==> src/rtl/vga_sync_gen.sv <==
`default_nettype none
// ============================================================================
// vga_sync_gen : vertical line counter and registered VGA sync/visible timing
// Revision     : 1.0
// ============================================================================
module vga_sync_gen #(
   parameter int H_VISIBLE = 640,
   parameter int H_FRONT   = 16,
   parameter int H_SYNC    = 96,
   parameter int V_VISIBLE = 480,
   parameter int V_FRONT   = 10,
   parameter int V_SYNC    = 2,
   parameter int V_BACK    = 33,
   parameter bit SYNC_POL  = 1'b0
) (
   input  logic       vga_clk,
   input  logic       reset,
   input  logic [9:0] HcntValue,
   input  logic       VcntEnable,
   output logic [9:0] VcntValue,
   output logic       hsync,
   output logic       vsync,
   output logic       video_on,
   output logic [9:0] pixel_x,
   output logic [9:0] pixel_y,
   output logic       frame_start
);

   localparam logic [9:0] c_H_VIS     = 10'(H_VISIBLE);
   localparam logic [9:0] c_HS_START  = 10'(H_VISIBLE + H_FRONT);
   localparam logic [9:0] c_HS_END    = 10'(H_VISIBLE + H_FRONT + H_SYNC);
   localparam logic [9:0] c_V_VIS     = 10'(V_VISIBLE);
   localparam logic [9:0] c_VS_START  = 10'(V_VISIBLE + V_FRONT);
   localparam logic [9:0] c_VS_END    = 10'(V_VISIBLE + V_FRONT + V_SYNC);
   localparam logic [9:0] c_V_LAST    = 10'(V_VISIBLE + V_FRONT + V_SYNC + V_BACK - 1);

   logic w_h_vis;
   logic w_v_vis;
   logic w_visible;
   logic w_hs_win;
   logic w_vs_win;
   logic w_wrap;

   always_comb begin
      w_h_vis   = (HcntValue < c_H_VIS);
      w_v_vis   = (VcntValue < c_V_VIS);
      w_visible = w_h_vis && w_v_vis;
      w_hs_win  = (HcntValue >= c_HS_START) && (HcntValue < c_HS_END);
      w_vs_win  = (VcntValue >= c_VS_START) && (VcntValue < c_VS_END);
      // >= rather than == so an out-of-range count still recovers to line 0
      w_wrap    = VcntEnable && (VcntValue >= c_V_LAST);
   end

   always_ff @(posedge vga_clk or negedge reset) begin
      if (!reset) begin
         VcntValue   <= '0;
         hsync       <= ~SYNC_POL;
         vsync       <= ~SYNC_POL;
         video_on    <= 1'b0;
         pixel_x     <= '0;
         pixel_y     <= '0;
         frame_start <= 1'b0;
      end else begin
         if (w_wrap) begin
            VcntValue <= '0;
         end else if (VcntEnable) begin
            VcntValue <= VcntValue + 10'd1;
         end
         frame_start <= w_wrap;
         // timing outputs use the pre-update line number
         hsync       <= w_hs_win ? SYNC_POL : ~SYNC_POL;
         vsync       <= w_vs_win ? SYNC_POL : ~SYNC_POL;
         video_on    <= w_visible;
         pixel_x     <= w_visible ? HcntValue : 10'd0;
         pixel_y     <= w_visible ? VcntValue : 10'd0;
      end
   end

endmodule
`default_nettype wire

==> config.mk <==
export PLATFORM = sky130hd
export DESIGN_NAME = vga_sync_gen
export DESIGN_NICKNAME = d
export VERILOG_FILES = /design/src/rtl/vga_sync_gen.sv
export SDC_FILE = /design/constraint.sdc
export NUM_CORES = 1
export LEC_CHECK = 0
export ABC_AREA = 1
export BUFFER_PORTS_ARGS = -buffer_cell sky130_fd_sc_hd__buf_2
export CAP_MARGIN = 30
export CELL_PAD_IN_SITES_DETAIL_PLACEMENT = 2
export CELL_PAD_IN_SITES_GLOBAL_PLACEMENT = 2
export CORE_MARGIN = 3
export CORE_UTILIZATION = 28
export DETAILED_ROUTE_END_ITERATION = 6
export GPL_ROUTABILITY_DRIVEN = 0
export GPL_TIMING_DRIVEN = 0
export PLACE_DENSITY = 0.8
export SLEW_MARGIN = 40
export SYNTH_ARGS = -nofsm -noshare
export SYNTH_HDL_FRONTEND = slang
export SYNTH_SLANG_ARGS = --single-unit
export TNS_END_PERCENT = 1
==> constraint.sdc <==
create_clock -name vga_clk -period 1.5 [get_ports vga_clk]
set_input_delay 0 -clock vga_clk [delete_from_list [all_inputs] [get_ports vga_clk]]
set_output_delay 0 -clock vga_clk [all_outputs]
set_load 0.05 [all_outputs]
==> results_dict.tcl <==
set metrics [dict create \
    grt_pass1_wl_microns 7134 \
    grt_max_degree 35 \
    grt_usage_pct 15.68 \
    drc 0 \
    hp-class "primary input to flop" \
    ant_nets 0 \
    post_synth_num_cell_types 15 \
    syn_area_per_cell_sq_um 8.978 \
    netlist_instances 154 \
    grt_pass1_vias 1386 \
    skew_ns 0.006362 \
    dp.cells 265 \
    clkSinkCount 34 \
    cts-buffers-inserted 5 \
    fin_setup_tns_ns 0 \
    hold_violations 0 \
    max_freq_mhz 759.0 \
    holdCritStartpoint "VcntEnable" \
    syn_area_sq_um 1383 \
    rows 24 \
    dpl.hpwl_microns 2844 \
    clock_path_buffers 2 \
    area_growth_pct 38.19 \
    nFillCells 547 \
    die_w_microns 76.27 \
    p_total_w 0.003562 \
    power.density_nw_per_um2 1864 \
    wl_per_cell_microns 14.53 \
    maxCapViolCount 0 \
    drt-total-wl_microns 4126 \
    final_util_pct 41.86 \
    root_buffer "clkbuf_8" \
    pin_count 47 \
    via_per_inst 4.327 \
    worstRegToRegCells 6 \
    status "completed" \
    drt_iter0_drc 24 \
    fin_area_sq_um 1911 \
    startpoint "VcntValue[5]" \
    diodes 0 \
    ys_seq_area_share_pct 61.72 \
    htree_num_levels 2 \
    required_ns 1.68 \
    r2r_end "pixel_y[3]" \
    ys_ff_latch 34 \
    yosysWarnings 0 \
    period_needed_ns 1.318 \
    p_leak_nw 1.114 \
    rr_startpoint "VcntValue[5]" \
    die_y_microns 76.27 \
    crit_type "flop to flop" \
    final_nets 234 \
    final_cells 284 \
    drive_gt1_share_pct 28.31 \
    crit_arrival_ns 1.50 \
    core_area_sq_um 4564 \
    rsz0062_at_grt "false" \
    period_share_pct 87.83 \
    path_max_fanout 10 \
    ir_drop_mv 0.7629 \
    crit_path_end_kind "flop" \
    hold_depth 3 \
    cp-start-kind "flop" \
    setup_viol 0 \
    maxSlewViolCount 0 \
    portBuffers 46 \
    clk_pin_slew_ns 0.07 \
    holdPathEnd "VcntValue[1]" \
    die_area_sq_um 5817 \
    postPlaceCellArea_sq_um 1694 \
    syn_nets 169 \
    overflow 0 \
    first_pass_iters 2 \
    routed-via-count 1229 \
    clock_latency_ns 0.29 \
    rrSetupSlack_ns 0.18 \
    antenna_found_initial 0 \
    initial_core_util_pct 30.29 \
    cts_tree "yes" \
]
[Yosys cell counts (all sizes together)]
cell	instances	share of area, %
nand4	1	0.45
dfrtp	32	58
nor2	33	9.5
buf	1	1.1
inv	32	8.9
dfstp	2	3.8
nand3	10	3.6
nand2	35	9.5
conb	1	0.27
nor3	1	0.72
xor2	3	1.9
ha	2	1.8
nand3b	1	0.54
[state kept, by name (all words and copies together), names as in the netlist]
register and cells:
hsync 1, vsync 1, frame_start 1, pixel_y 10, pixel_x 10, VcntValue 10, video_on 1
[metrics by stage]
stage	hold WS (ns)	setup slack, ns
detailed placement	0.1323	0.1076
global placement	0.1141	0.1549
global route	0.05725	0.009921
floorplan	-0.2956	0.009271
finish	0.02481	0.1825
CTS	0.001821	0.1061
[how the worst max path moves through the flow]
| stage | slack, ns | endpoint |
|---|---|---|
| 5_1_grt | 0.01 | pixel_y[2] |
| 3_5_place_dp | 0.11 | VcntValue[5] |
| 2_1_floorplan | 0.009 | VcntValue[8] |
| 4_1_cts | 0.11 | VcntValue[5] |
| 3_3_place_gp | 0.15 | VcntValue[6] |
| 6_report | 0.18 | pixel_y[3] |
[power breakdown]
group          leakage [nW]  internal (W)  total [W]  switching, W
logic                 0.631      0.000360    0.00156       0.00120
clock network        0.0443      0.000364   0.000682      0.000319
registers             0.439       0.00112    0.00132      0.000194
[cells in the final DEF, fill, tap and decap left out, drive strengths merged]
master	n
conb	1
nor2	33
dfstp	2
nor3	1
nand2	35
dfrtp	32
nand3b	1
inv	32
xor2	3
nand3	10
buf	47
clkbuf	7
nand4	1
dlygate4sd3	12
ha	2
[layout make-up]
cell class | instances | area [sq um] | share of cell area [%]
flip-flops and latches | 34 | 853.3 | 44.66
multi-input cells | 87 | 399.1 | 20.89
repair buffers | 58 | 352.8 | 18.47
inverters | 32 | 122.6 | 6.418
clock buffers | 7 | 86.33 | 4.519
well taps | 65 | 81.33 | 4.257
plain buffers | 1 | 15.01 | 0.7859
[routing by layer]
metal	track usage (%)	routed length, microns
met4	5.435	63
met5	0	0
met1	18.15	1677
met2	27.42	2132
met3	4.728	252
[kinds of logic (layout without fill, tap and decap cells)]
group,Yosys count,after routing,synth area share [%]
AND/OR/NAND/NOR,81,81,24.35
flip-flops,34,34,61.72
XOR/XNOR,3,3,1.901
other,1,1,0.2712
buffers and inverters,33,98,9.955
adder cells (fa/ha/maj),2,2,1.810
[critical path: stages, from the launching register on]
cell,delay [ns]
dfrtp_1,0.45
nand2_1,0.12
nor3_2,0.23
nor2_2,0.10
inv_4,0.12
buf_8,0.14
nor2_1,0.05
[what timing repair did]
action / 4_1_cts / 5_1_grt
setup endpoints to repair: 0 / 3
resized for setup: 0 / 2
hold buffers: 12 / 0
hold endpoints to repair: 43 / 0
buffers inserted: 0 / 0
No activity file was read; power rests on OpenSTA's default activity.
